===== src/rtl/serial_sub_pkg.sv =====
// Shared definitions for the serial subtractor.
//   state_e      : FSM state encoding (idle / run / done)
//   DefaultWidth / DefaultBitsPerCycle : default parameter values
//   cnt_width()  : width of the slice counter for N slices, never below 1 bit
package serial_sub_pkg;

  localparam int unsigned DefaultWidth        = 8;
  localparam int unsigned DefaultBitsPerCycle = 1;

  typedef enum logic [1:0] {
    StIdle = 2'd0,
    StRun  = 2'd1,
    StDone = 2'd2
  } state_e;

  function automatic int unsigned cnt_width(input int unsigned n);
    return (n <= 2) ? 1 : $clog2(n);
  endfunction

endpackage


===== src/rtl/full_subtractor1b.sv =====
// One-bit full subtractor: diff = a - b - bin, bout = borrow out.
//   a, b  : operand bits
//   bin   : borrow in
//   diff  : difference bit
//   bout  : borrow out (1 when a < b + bin)
module full_subtractor1b (
  input  logic a,
  input  logic b,
  input  logic bin,
  output logic diff,
  output logic bout
);

  assign diff = a ^ b ^ bin;
  assign bout = (~a & b) | (~a & bin) | (b & bin);

endmodule


===== src/rtl/serial_subtractor.sv =====
// Multi-cycle unsigned subtractor: diff = x - y - bin, BITS_PER_CYCLE bits per clock, LSB first.
// Build option: define SERIAL_SUB_SAT_EN for a saturating subtract (diff forced to 0 when the
// final borrow is set; borrow still reports 1). Without it diff is the wrapped result.
//   clk, rst_n : clock (rising edge), asynchronous active-low reset
//   start      : request; accepted in idle or done state
//   x, y, bin  : minuend, subtrahend, borrow-in, captured on the accepting edge
//   busy       : high while the slices are being processed
//   done       : one-cycle pulse, diff/borrow valid
//   diff       : result, held until the next result
//   borrow     : borrow-out of the MSB
module serial_subtractor
  import serial_sub_pkg::*;
#(
  parameter int unsigned WIDTH          = DefaultWidth,
  parameter int unsigned BITS_PER_CYCLE = DefaultBitsPerCycle
) (
  input  logic             clk,
  input  logic             rst_n,
  input  logic             start,
  input  logic [WIDTH-1:0] x,
  input  logic [WIDTH-1:0] y,
  input  logic             bin,
  output logic             busy,
  output logic             done,
  output logic [WIDTH-1:0] diff,
  output logic             borrow
);

  localparam int unsigned N    = (BITS_PER_CYCLE == 0) ? 1 : WIDTH / BITS_PER_CYCLE;
  localparam int unsigned CntW = cnt_width(N);
  localparam logic [CntW-1:0] CntLast = CntW'(N - 1);

  if (WIDTH < 2 || BITS_PER_CYCLE == 0 || (WIDTH % BITS_PER_CYCLE) != 0) begin : g_bad_cfg
    $fatal(1, "serial_subtractor: WIDTH must be >= 2 and a multiple of BITS_PER_CYCLE");
  end

  state_e state_q, state_d;

  logic [WIDTH-1:0] x_q, y_q, res_q, diff_q;
  logic             bq, borrow_q;
  logic [CntW-1:0]  cnt_q;

  logic [BITS_PER_CYCLE:0]   chain;
  logic [BITS_PER_CYCLE-1:0] slice_d;
  logic [WIDTH-1:0]          res_shift;
  logic                      last, accept, running;

  // Borrow chain across the low slice of the operand registers.
  assign chain[0] = bq;
  for (genvar gi = 0; gi < BITS_PER_CYCLE; gi++) begin : g_slice
    full_subtractor1b u_fs (
      .a    (x_q[gi]),
      .b    (y_q[gi]),
      .bin  (chain[gi]),
      .diff (slice_d[gi]),
      .bout (chain[gi+1])
    );
  end

  // New slice enters at the MSB end; after N shifts the LSB slice sits at bit 0.
  assign res_shift = (res_q >> BITS_PER_CYCLE) | (WIDTH'(slice_d) << (WIDTH - BITS_PER_CYCLE));

  assign last    = (cnt_q == CntLast);
  assign running = (state_q == StRun);
  assign accept  = start && (state_q == StIdle || state_q == StDone);

  // State register
  always_ff @(posedge clk or negedge rst_n) begin
    if (!rst_n) begin
      state_q <= StIdle;
    end else begin
      state_q <= state_d;
    end
  end

  // Next-state logic
  always_comb begin
    state_d = state_q;
    unique case (state_q)
      StIdle:  if (start) state_d = StRun;
      StRun:   if (last) state_d = StDone;
      StDone:  state_d = start ? StRun : StIdle;
      default: state_d = StIdle;
    endcase
  end

  // Output logic
  always_comb begin
    busy   = 1'b0;
    done   = 1'b0;
    busy   = (state_q == StRun);
    done   = (state_q == StDone);
    diff   = diff_q;
    borrow = borrow_q;
  end

  // Datapath
  always_ff @(posedge clk or negedge rst_n) begin
    if (!rst_n) begin
      x_q      <= '0;
      y_q      <= '0;
      res_q    <= '0;
      bq       <= 1'b0;
      cnt_q    <= '0;
      diff_q   <= '0;
      borrow_q <= 1'b0;
    end else if (accept) begin
      x_q   <= x;
      y_q   <= y;
      bq    <= bin;
      res_q <= '0;
      cnt_q <= '0;
    end else if (running) begin
      x_q   <= x_q >> BITS_PER_CYCLE;
      y_q   <= y_q >> BITS_PER_CYCLE;
      res_q <= res_shift;
      bq    <= chain[BITS_PER_CYCLE];
      cnt_q <= cnt_q + CntW'(1);
      if (last) begin
`ifdef SERIAL_SUB_SAT_EN
        diff_q <= chain[BITS_PER_CYCLE] ? '0 : res_shift;
`else
        diff_q <= res_shift;
`endif
        borrow_q <= chain[BITS_PER_CYCLE];
      end
    end
  end

endmodule


===== config.mk =====
export PLATFORM = sky130hd
export DESIGN_NAME = serial_subtractor
export DESIGN_NICKNAME = d
export VERILOG_FILES = /design/src/rtl/serial_sub_pkg.sv /design/src/rtl/full_subtractor1b.sv /design/src/rtl/serial_subtractor.sv
export SDC_FILE = /design/constraint.sdc
export NUM_CORES = 1
export LEC_CHECK = 0
export BUFFER_PORTS_ARGS = -buffer_cell sky130_fd_sc_hd__buf_2
export CAP_MARGIN = 20
export CORE_MARGIN = 2
export CORE_UTILIZATION = 53
export CTS_BUF_LIST = sky130_fd_sc_hd__clkbuf_2 sky130_fd_sc_hd__clkbuf_4 sky130_fd_sc_hd__clkbuf_8
export DETAILED_ROUTE_END_ITERATION = 16
export GPL_ROUTABILITY_DRIVEN = 0
export MAX_ROUTING_LAYER = met4
export PLACE_DENSITY = 0.86
export SETUP_SLACK_MARGIN = 0.15
export SKIP_CTS_REPAIR_TIMING = 1
export SLEW_MARGIN = 30
export SYNTH_ARGS = -nofsm -noshare
export SYNTH_HDL_FRONTEND = slang
export SYNTH_HIERARCHICAL = 1
export SYNTH_SLANG_ARGS = --single-unit

===== constraint.sdc =====
create_clock -name clk -period 1.5 [get_ports clk]
set_input_delay 0.15 -clock clk [delete_from_list [all_inputs] [get_ports clk]]
set_output_delay 0.15 -clock clk [all_outputs]
set_load 0.1 [all_outputs]

==> key figures, run 1 <==
Outcome
  • Outcome: finished, violations left
  • Failing checks: setup timing

Yosys
  • Seq cells post-synth: 38
  • Post-Synth XOR/XNOR Area: 0.4405%
  • Syn Nets: 164
  • Post-Syn Area: 1988 um^2
  • Simple-gate share of the synthesized area: 2.517%
  • Post-Syn Instances: 141
  • Seq/Total Area, Yosys: 47.83%
  • Adder-cell area share of the yosys netlist: 2.266%
  • Largest family of logic cells by synthesized area: multiplexers
  • Post-synth cell types: 21
  • Mean post-synth cell area: 14.10 um^2
  • Compound-Gate Fraction of Synth Area: 4.846%
  • Synth warn: 6
  • Multiplexer share of the synthesized area: 36.88%

GRT
  • All-Layer GR Usage: 19.16%
  • Largest net degree at the start of global routing: 39
  • GR peak layer: met2
  • First-pass GRT wire length: 6030 um
  • Met1 Usage GRT: 21.61%
  • GRT overflow: 0
  • Met3 Use GR: 5.137%
  • Routing usage on met2: 32.78%
  • Initial antenna violation count: 0
  • Vias in the first global route: 1333

Floorplanning
  • Number of cell rows: 22
  • Core Region: 3633 um^2
  • Die height: 65.25 um
  • Initial Util: 54.72%
  • Top Ports: 31
  • Die X: 65.25 um
  • Die ar.: 4257 um^2

Timing
  • Hold slack final: 0.1533 ns
  • Unrepaired setup endpoints after global routing: yes
  • Slew at the pin closest to its max-slew limit: 0.5706 ns
  • Final Hold Violating Endpoints: 0
  • Final worst-path cycle share: 101.4%
  • Fin Clk Skew: 0.003612 ns
  • Fmax achieved: 657.1 MHz
  • Slack of the critical path: -0.02172 ns
  • Tmin final: 1.522 ns
  • Setup-failing EPs final: 9
  • Worst rel slew slack: 61.96%
  • Fin Setup TNS: -0.06466 ns
  • Final Max Slew Viols: 0

Drt
  • DR DRC count: 0
  • Final Routed Wirelength: 3551 um
  • Starting DRC count in detailed routing: 63
  • Via/cell ratio: 5.345
  • Post-DR wirelength/cell: 15.11 um
  • Via count: 1256
  • Pre-antenna DRT Iters: 4
  • Post-DRT Antenna Nets: 0

Placed design
  • Placed Area: 2266 um^2
  • DP Wirelength: 2382 um
  • Pre-CTS setup slack: -0.01961 ns
  • Port Buffer Count: 30

Clock tree
  • Clk slew on worst S/H paths: 0.07 ns
  • Clk_lat worst skew: 0.29 ns
  • CTS tree: done
  • CTS Sinks: 38
  • Root buffer cell: clkbuf_8
  • CTS H-tree depth: 2
  • CTS Buf Count: 5
  • Clk buf depth: 2

Cells and area
  • Fin nets: 209
  • Finished Cell Area: 2441 um^2
  • Most common cell after layout, fill and taps aside: mux2i_1
  • Share of layout cells above drive strength 1: 43.85%
  • Fillers: 281
  • Final core utilization: 67.18%
  • Area Overhead vs Synth: 22.78%
  • Most frequent cells in the layout: mux2i_1, dfrtp_1, buf_2
  • ANT cells: 0

Critical path
  • CP Class: flop to flop
  • Req. time, crit path: 1.68 ns
  • CP Max Fanout: 2
  • Worst Setup End Kind: flop
  • Arr. time, crit path: 1.70 ns
  • Slowest stage delay, CP: 0.52 ns
  • Max stage delay cell, worst path: fa_1
  • WP buf/inv: 2
  • Top Family by Delay on Critical Path: adder cells
  • CP startpoint kind: flop
  • Critical path cell sequence: inv_2 -> fa_1 -> inv_1 -> mux2_4 -> a22o_1

Pwr
  • PwrDens: 2233 nW/um^2
  • VDD IR-drop max: 977.0 uV
  • P_leak: 1.274 nW

Run
  • Max-Cap Viols: 0

Hold path
  • HP Class: primary input to flop
==> report_power, final <==
part	total (mW)	switching, mW	internal, mW
registers	1.79	0.338	1.45
clock network	0.735	0.346	0.389
logic	2.92	1.64	1.28
==> registers in the layout (all words and copies together), names as in the netlist <==
| register | flops |
|---|---|
| diff | 8 |
| x_q | 8 |
| y_q | 8 |
| res_q | 7 |
| cnt_q | 3 |
| state_q | 2 |
| borrow | 1 |
| bq | 1 |
==> kinds of logic (layout without fill, tap and decap cells) <==
| kind of cell | count (synthesis) | count (layout) |
|---|---|---|
| muxes | 66 | 66 |
| DFF | 38 | 38 |
| buffers and inverters | 13 | 59 |
| AOI/OAI and AO/OA | 12 | 12 |
| and+or+nand+nor | 8 | 8 |
| adders and majority gates | 3 | 3 |
| xor gates and xnor gates | 1 | 1 |
==> area by class of cell <==
cell class	instances	area, um^2	area share, %
Tap cell	48	60.06	2.460
Timing Repair Buffer	48	355.3	14.56
Inverter	3	11.26	0.4613
Sequential cell	38	950.9	38.95
Clock inverter	1	5.005	0.2050
Clock buffer	7	90.09	3.690
Multi-Input combinational cell	90	968.4	39.67
==> synth_stat cells, drive strengths merged <==
| cell type | n | share of area (%) |
|---|---|---|
| mux2i | 47 | 24 |
| dfrtp | 38 | 48 |
| mux2 | 19 | 13 |
| buf | 10 | 4.7 |
| a22o | 9 | 4.0 |
| inv | 3 | 0.57 |
| ha | 2 | 1.3 |
| nand3 | 2 | 0.50 |
| nor2 | 2 | 0.63 |
| nor2b | 2 | 0.63 |
| o21ai | 2 | 0.50 |
| a21o | 1 | 0.38 |
| fa | 1 | 1.0 |
| nand3b | 1 | 0.38 |
| nor3b | 1 | 0.38 |
| xnor2 | 1 | 0.44 |
==> tightest hold or removal path, cell delays in order <==
cell and delay [ns]:
buf_2 0.07, mux2i_1 0.05, mux2i_1 0.12
==> through the flow <==
stage,total power [mW],cells
after floorplan,4.043,141
after global placement,4.470,219
after detailed placement,4.611,219
after CTS,5.366,227
after global routing,5.773,235
final,5.450,235
==> layer usage <==
| metal | wire, um | part of all wire [%] |
|---|---|---|
| met1 | 1539 | 43 |
| met2 | 1832 | 52 |
| met3 | 146 | 4.1 |
| met4 | 33 | 0.93 |
| met5 | 0 | 0 |
==> final timing paths <==
check	from	end	slack [ns]	depth (start not counted)
hold reg to reg	diff[1]	diff[1]	0.52	1
setup / recovery	x_q[0]	res_q[7]	-0.02	5
setup reg to reg	x_q[0]	res_q[7]	-0.02	5
max in group asynchronous	rst_n	x_q[2]	0.74	3
min in group asynchronous	rst_n	diff[0]	0.43	3
hold / removal	x[6]	x_q[6]	0.15	3
Note: power is estimated with default switching activity, not from simulation.
==> run 2: changes to the inputs <==
--- a/config.mk
+++ b/config.mk
@@ -5,10 +5,11 @@
 export SDC_FILE = /design/constraint.sdc
 export NUM_CORES = 1
 export LEC_CHECK = 0
+export ABC_AREA = 1
 export BUFFER_PORTS_ARGS = -buffer_cell sky130_fd_sc_hd__buf_2
 export CAP_MARGIN = 20
 export CORE_MARGIN = 2
-export CORE_UTILIZATION = 53
+export CORE_UTILIZATION = 52
 export CTS_BUF_LIST = sky130_fd_sc_hd__clkbuf_2 sky130_fd_sc_hd__clkbuf_4 sky130_fd_sc_hd__clkbuf_8
 export DETAILED_ROUTE_END_ITERATION = 16
 export GPL_ROUTABILITY_DRIVEN = 0
==> run 2 against run 1 <==
The flow now finishes without violations. Sequential power rose by 3%. Sequential share of layout area rose by 4.4 points. Cell area fell by 10%. Hold slack got worse by 0.13 ns. Largest cell class is now flip-flops and latches. Highest routed layer unchanged.
==> key figures, run 2 <==
Outcome
  • Outcome: completed (was finished, violations left)

Drt
  • Final Routed Wirelength: 3820 um (was 3551 um)
  • Post-DRT Antenna Nets: 0 (unchanged)
  • Via count: 1489 (was 1256)
  • DR DRC count: 0 (unchanged)
  • Post-DR wirelength/cell: 12.91 um (was 15.11 um)
  • Starting DRC count in detailed routing: 108 (was 63)
  • Pre-antenna DRT Iters: 4 (unchanged)
  • Via/cell ratio: 5.030 (was 5.345)

Yosys
  • Seq cells post-synth: 38 (unchanged)
  • Synth top area cells: dfrtp_1, nand2_1, nand3_1, nand3_2, buf_12 (was dfrtp_1, mux2i_1, mux2_4, a22o_1, mux2_2)
  • Post-Syn Instances: 205 (was 141)
  • Post-synth cell types: 17 (was 21)
  • Post-Syn Area: 1827 um^2 (was 1988 um^2)
  • Synth warn: 6 (unchanged)
  • FFs w/ async S/R, synth: 100.0% (unchanged)
  • Post-synth EDFFs: 0 (unchanged)
  • Seq/Total Area, Yosys: 52.05% (was 47.83%)
  • Cell taking the most area after synthesis: dfrtp_1 (unchanged)
  • Main synth FF type: dfrtp_1 (unchanged)
  • Mean post-synth cell area: 8.911 um^2 (was 14.10 um^2)
  • Syn Nets: 228 (was 164)
  • Count leader, synth: nand2_1 (was mux2i_1)
  • Synth cell count leaders: nand2_1, dfrtp_1, nand3_1 (was mux2i_1, dfrtp_1, mux2_4)
  • Synth top area share: 52.05% (was 47.83%)

Timing
  • Fmax achieved: 712.8 MHz (was 657.1 MHz)
  • Final Max Slew Viols: 0 (unchanged)
  • Worst rel slew slack: 67.34% (was 61.96%)
  • Slew at the pin closest to its max-slew limit: 0.4934 ns (was 0.5706 ns)
  • Final worst-path cycle share: 93.53% (was 101.4%)
  • Unrepaired setup endpoints after global routing: yes (unchanged)
  • Fin Clk Skew: 0.006932 ns (was 0.003612 ns)
  • Tmin final: 1.403 ns (was 1.522 ns)
  • Setup-failing EPs final: 0 (was 9)
  • Fin Setup TNS: 0 ns (was -0.06466 ns)
  • Final Hold Violating Endpoints: 0 (unchanged)

Clock tree
  • CTS Buf Count: 5 (unchanged)
  • Clk_lat worst skew: 0.34 ns (was 0.29 ns)
  • CTS H-tree depth: 2 (unchanged)
  • Clk slew on worst S/H paths: 0.10 ns (was 0.07 ns)
  • Clk buf depth: 2 (unchanged)
  • CTS tree: done (unchanged)
  • Root buffer cell: clkbuf_4 (was clkbuf_8)
  • CTS Sinks: 38 (unchanged)

GRT
  • GRT overflow: 0 (unchanged)
  • Vias in the first global route: 1356 (was 1333)
  • Largest net degree at the start of global routing: 35 (was 39)
  • First-pass GRT wire length: 5975 um (was 6030 um)
  • Initial antenna violation count: 0 (unchanged)
  • All-Layer GR Usage: 20.18% (was 19.16%)

Cells and area
  • Most common cell after layout, fill and taps aside: nand2_1 (was mux2i_1)
  • Most frequent cells in the layout: nand2_1, dfrtp_1, nand3_1 (was mux2i_1, dfrtp_1, buf_2)
  • Finished Cell Area: 2196 um^2 (was 2441 um^2)
  • Fin nets: 273 (was 209)
  • Area Overhead vs Synth: 20.21% (was 22.78%)
  • ANT cells: 0 (unchanged)
  • Final core utilization: 65.29% (was 67.18%)
  • Share of layout cells above drive strength 1: 29.20% (was 43.85%)

Pwr
  • Comb power frac: 56.0% (was 53.6%)
  • Seq pwr share: 34.3% (was 32.9%)
  • VDD IR-drop max: 1405 uV (was 977.0 uV)
  • P_leak: 1.189 nW (was 1.274 nW)
  • Sw Pwr: 2.756 mW (was 2.327 mW)
  • Net Sw Frac: 51.21% (was 42.69%)
  • PwrDens: 2451 nW/um^2 (was 2233 nW/um^2)
  • Power share of the clock group: 9.7% (was 13.5%)
  • Internal power: 2.626 mW (was 3.124 mW)
  • Total power: 5.382 mW (was 5.450 mW)

Placed design
  • DP Wirelength: 2366 um (was 2382 um)
  • Port Buffer Count: 30 (unchanged)
  • Placed Area: 2027 um^2 (was 2266 um^2)

Floorplanning
  • Die ar.: 4003 um^2 (was 4257 um^2)
  • Core Region: 3363 um^2 (was 3633 um^2)
  • Die height: 63.27 um (was 65.25 um)
  • Initial Util: 54.32% (was 54.72%)
  • Top Ports: 31 (unchanged)
  • Number of cell rows: 21 (was 22)
  • Die X: 63.27 um (was 65.25 um)

Critical path
  • Worst Setup End Kind: output pin (was flop)
  • CP startpoint kind: flop (unchanged)
  • Max stage delay cell, worst path: dfrtp_2 (was fa_1)
  • Arr. time, crit path: 1.25 ns (was 1.70 ns)
  • CP Max Fanout: 6 (was 2)
  • Critical path cell sequence: inv_4 -> nor2_4 -> buf_12 (was inv_2 -> fa_1 -> inv_1 -> mux2_4 -> a22o_1)
  • Top Family by Delay on Critical Path: flip-flops (was adder cells)
  • WP buf/inv: 2 (unchanged)
  • Slowest stage delay, CP: 0.46 ns (was 0.52 ns)
  • CP Class: flop to output pin (was flop to flop)
  • Req. time, crit path: 1.35 ns (was 1.68 ns)

Hold path
  • HP Class: primary input to flop (unchanged)

Run
  • Max-Cap Viols: 0 (unchanged)
-- run 2: changes by cell type after synthesis, sizes merged --
| cell | change |
|---|---|
| nand3b | -1 |
| nand2 | +94 |
| inv | +9 |
| a22o | -9 |
| nor3b | -1 |
| nor2b | -2 |
| mux2i | -47 |
| nor2 | +2 |
| nand3 | +40 |
| mux2 | -19 |
| a21o | -1 |
| xnor2 | -1 |
-- run 2: path summary, 6_finish.rpt --
kind	slack, ns	cells past startpoint	to	from
max	0.1	3	busy	state_q[0]
min	0.02	3	x_q[4]	x[4]
max reg2reg	0.18	7	bq	state_q[0]
min reg2reg	0.49	2	diff[5]	diff[5]
max in group asynchronous	0.75	3	state_q[0]	rst_n
min in group asynchronous	0.28	2	diff[2]	rst_n
-- run 2: metrics by stage --
stage / worst slack [ns] / cells / hold WS, ns
after detailed placement: 0.1840 / 277 / 0.1285
after CTS: -0.1505 / 284 / -0.2586
after global placement: 0.2128 / 277 / 0.1257
after floorplan: 0.1505 / 205 / -0.1456
after global routing: 0.04742 / 296 / 0.001406
final: 0.09710 / 296 / 0.01853
-- run 2: kinds of logic (layout without fill, tap and decap cells) --
logic type / after synthesis / after routing / synth area share [%]
and+or+nand+nor: 140 / 141 / 36.85
DFF: 38 / 38 / 52.05
buffers and inverters: 22 / 66 / 8.083
adders and majority gates: 3 / 3 / 2.466
AOI/OAI and AO/OA: 2 / 2 / 0.5474
-- run 2: final cells by class --
| type | count | area, um^2 |
|---|---|---|
| Fill cell | 298 | 1167 |
| Sequential cell | 38 | 952.2 |
| Multi-Input combinational cell | 146 | 742.0 |
| Timing Repair Buffer | 47 | 344.1 |
| Tap cell | 46 | 57.56 |
| Clock buffer | 7 | 52.55 |
| Inverter | 12 | 47.55 |
-- run 2: tightest hold or removal path, stage by stage --
cell	delay, ns
buf_2	0.08
nand2_1	0.04
nand3_1	0.07
-- run 2: power groups by stage --
stage | clock (mW) | sequential, mW | combinational [mW]
detailed placement | 0 | 1.85 | 2.77
finish | 0.521 | 1.85 | 3.02
floorplan | 0 | 2.61 | 1.56
global placement | 0 | 1.82 | 2.71
global route | 0.586 | 1.90 | 3.29
CTS | 0.536 | 1.83 | 2.78
-- run 2: per-layer routing --
| metal | track usage, % | share of wire, % |
|---|---|---|
| met5 | - | 0 |
| met4 | 8.967 | 2.0 |
| met3 | 6.071 | 5.5 |
| met2 | 31.52 | 51 |
| met1 | 24.37 | 42 |
==> run 3: changes to the inputs <==
--- a/config.mk
+++ b/config.mk
@@ -5,17 +5,16 @@
 export SDC_FILE = /design/constraint.sdc
 export NUM_CORES = 1
 export LEC_CHECK = 0
-export ABC_AREA = 1
-export BUFFER_PORTS_ARGS = -buffer_cell sky130_fd_sc_hd__buf_2
+export BUFFER_PORTS_ARGS = -buffer_cell sky130_fd_sc_hd__buf_4
 export CAP_MARGIN = 20
 export CORE_MARGIN = 2
-export CORE_UTILIZATION = 52
+export CORE_UTILIZATION = 53
 export CTS_BUF_LIST = sky130_fd_sc_hd__clkbuf_2 sky130_fd_sc_hd__clkbuf_4 sky130_fd_sc_hd__clkbuf_8
 export DETAILED_ROUTE_END_ITERATION = 16
 export GPL_ROUTABILITY_DRIVEN = 0
 export MAX_ROUTING_LAYER = met4
 export PLACE_DENSITY = 0.86
-export SETUP_SLACK_MARGIN = 0.15
+export SETUP_SLACK_MARGIN = 0.02
 export SKIP_CTS_REPAIR_TIMING = 1
 export SLEW_MARGIN = 30
 export SYNTH_ARGS = -nofsm -noshare
==> run 3 against run 2 <==
The flow now finishes with violations (setup timing). Global-route usage down 1.5 points. Core utilization up 3.1 points. Clock power up 39%. Sequential cell count unchanged. Largest cell class is now multi-input gates. Highest routed layer unchanged.
==> key figures, run 3 (same netlist as run 1, synthesis figures left out) <==
Outcome
  • Outcome: finished, violations left (was completed)
  • Failing checks: setup timing

Drt
  • Via count: 1290 (was 1489)
  • Via/cell ratio: 5.560 (was 5.030)
  • Pre-antenna DRT Iters: 4 (unchanged)
  • Starting DRC count in detailed routing: 46 (was 108)
  • Post-DRT Antenna Nets: 0 (unchanged)
  • Final Routed Wirelength: 3544 um (was 3820 um)
  • DR DRC count: 0 (unchanged)
  • Post-DR wirelength/cell: 15.28 um (was 12.91 um)

Clock tree
  • Root buffer cell: clkbuf_8 (was clkbuf_4)
  • CTS Buf Count: 5 (unchanged)
  • CTS tree: done (unchanged)
  • CTS H-tree depth: 2 (unchanged)
  • Clk slew on worst S/H paths: 0.07 ns (was 0.10 ns)
  • CTS Sinks: 38 (unchanged)
  • Clk buf depth: 2 (unchanged)
  • Clk_lat worst skew: 0.29 ns (was 0.34 ns)

Cells and area
  • ANT cells: 0 (unchanged)
  • Share of layout cells above drive strength 1: 42.39% (was 29.20%)
  • Most frequent cells in the layout: mux2i_1, buf_4, dfrtp_1 (was nand2_1, dfrtp_1, nand3_1)
  • Fin nets: 206 (was 273)
  • Finished Cell Area: 2484 um^2 (was 2196 um^2)
  • Area Overhead vs Synth: 24.92% (was 20.21%)
  • Most common cell after layout, fill and taps aside: mux2i_1 (was nand2_1)

Critical path
  • Worst flop-to-flop path endpoint: res_q[7] (was bq)
  • CP Max Fanout: 2 (was 6)
  • CP startpoint kind: flop (unchanged)
  • FF-to-FF path depth: 4 (was 7)
  • Arr. time, crit path: 1.73 ns (was 1.25 ns)
  • Reg2reg start: y_q[0] (was state_q[0])
  • Req. time, crit path: 1.68 ns (was 1.35 ns)
  • Worst Setup End Kind: flop (was output pin)
  • CP Class: flop to flop (was flop to output pin)
  • Worst R2R Setup Slack: -0.05 ns (was 0.18 ns)

GRT
  • First-pass GRT wire length: 5775 um (was 5975 um)
  • Initial antenna violation count: 0 (unchanged)
  • Largest net degree at the start of global routing: 39 (was 35)
  • GRT overflow: 0 (unchanged)
  • Vias in the first global route: 1287 (was 1356)
  • All-Layer GR Usage: 18.64% (was 20.18%)

Timing
  • Tmin final: 1.549 ns (was 1.403 ns)
  • Slew at the pin closest to its max-slew limit: 0.4728 ns (was 0.4934 ns)
  • Worst rel slew slack: 68.48% (was 67.34%)
  • Fin Clk Skew: 0.004555 ns (was 0.006932 ns)
  • Slack of the critical path: -0.04909 ns (was 0.09710 ns)
  • Hold slack final: 0.1449 ns (was 0.01853 ns)
  • Final Max Slew Viols: 0 (unchanged)
  • Final worst-path cycle share: 103.3% (was 93.53%)
  • Setup-failing EPs final: 1 (was 0)
  • Final Hold Violating Endpoints: 0 (unchanged)
  • Fmax achieved: 645.5 MHz (was 712.8 MHz)
  • Unrepaired setup endpoints after global routing: yes (unchanged)

Pwr
  • VDD IR-drop max: 689.1 uV (was 1405 uV)
  • P_leak: 1.281 nW (was 1.189 nW)
  • PwrDens: 2234 nW/um^2 (was 2451 nW/um^2)
  • Total power: 5.548 mW (was 5.382 mW)

Placed design
  • Pre-CTS setup slack: -0.03307 ns (was 0.1840 ns)
  • Port Buffer Count: 30 (unchanged)
  • DP Wirelength: 2379 um (was 2366 um)
  • Placed Area: 2316 um^2 (was 2027 um^2)

Floorplanning
  • Top Ports: 31 (unchanged)
  • Die ar.: 4257 um^2 (was 4003 um^2)
  • Die height: 65.25 um (was 63.27 um)
  • Initial Util: 54.72% (was 54.32%)
  • Die X: 65.25 um (was 63.27 um)
  • Core Region: 3633 um^2 (was 3363 um^2)
  • Number of cell rows: 22 (was 21)

Hold path
  • HP Class: primary input to flop (unchanged)
  • WHS Endpoint: y_q[5] (was x_q[4])
  • Hold Startpoint: y[5] (was x[4])
  • Hold Crit Depth: 3 (unchanged)

Run
  • Max-Cap Viols: 0 (unchanged)
[run 3: per-stage QoR]
| stage | instances | util, % | setup TNS (ns) |
|---|---|---|---|
| after CTS | 228 | 66.36 | -0.1092 |
| after detailed placement | 220 | 63.74 | -0.03307 |
| after global placement | 220 | 63.74 | 0 |
| after floorplan | 141 | - | 0 |
| final | 232 | 68.35 | -0.04909 |
| after global routing | 232 | 68.35 | -0.09826 |
[run 3: final cells by class]
class	instances	area, um^2
Clock buffer	7	90.09
Inverter	3	11.26
Clock inverter	1	5.005
Fill cell	285	1150
Timing Repair Buffer	45	402.9
Multi-Input combinational cell	90	963.4
Sequential cell	38	950.9
Tap cell	48	60.06
[run 3: power by group]
part	leakage (nW)	internal [mW]	switching [mW]
Combinational	0.744	1.36	1.65
Sequential	0.486	1.45	0.349
Clock	0.0517	0.388	0.336
Total	1.28	3.21	2.34
[run 3: worst max path at each step]
stage,from,end,slack (ns),depth (start not counted)
floorplan,x_q[0],res_q[7],0.006,5
global placement,x_q[0],res_q[7],0.01,5
detailed placement,x_q[0],res_q[7],-0.03,5
CTS,state_q[0],busy,-0.05,3
global route,y_q[0],res_q[7],-0.07,4
finish,y_q[0],res_q[7],-0.05,4
[run 3: per-layer routing]
metal	vias up	wire, um	GRT usage, %
met5	-	0	-
met3	6	165	6.507
met1	666	1434	18.92
li1	593	-	-
met4	0	48	7.813
met2	25	1896	32.65
[run 3: worst max-delay path, cell delays in order (launching register included)]
cell	delay [ns]
dfrtp_1	0.40
fa_1	0.55
inv_1	0.06
mux2_4	0.27
a22o_1	0.17
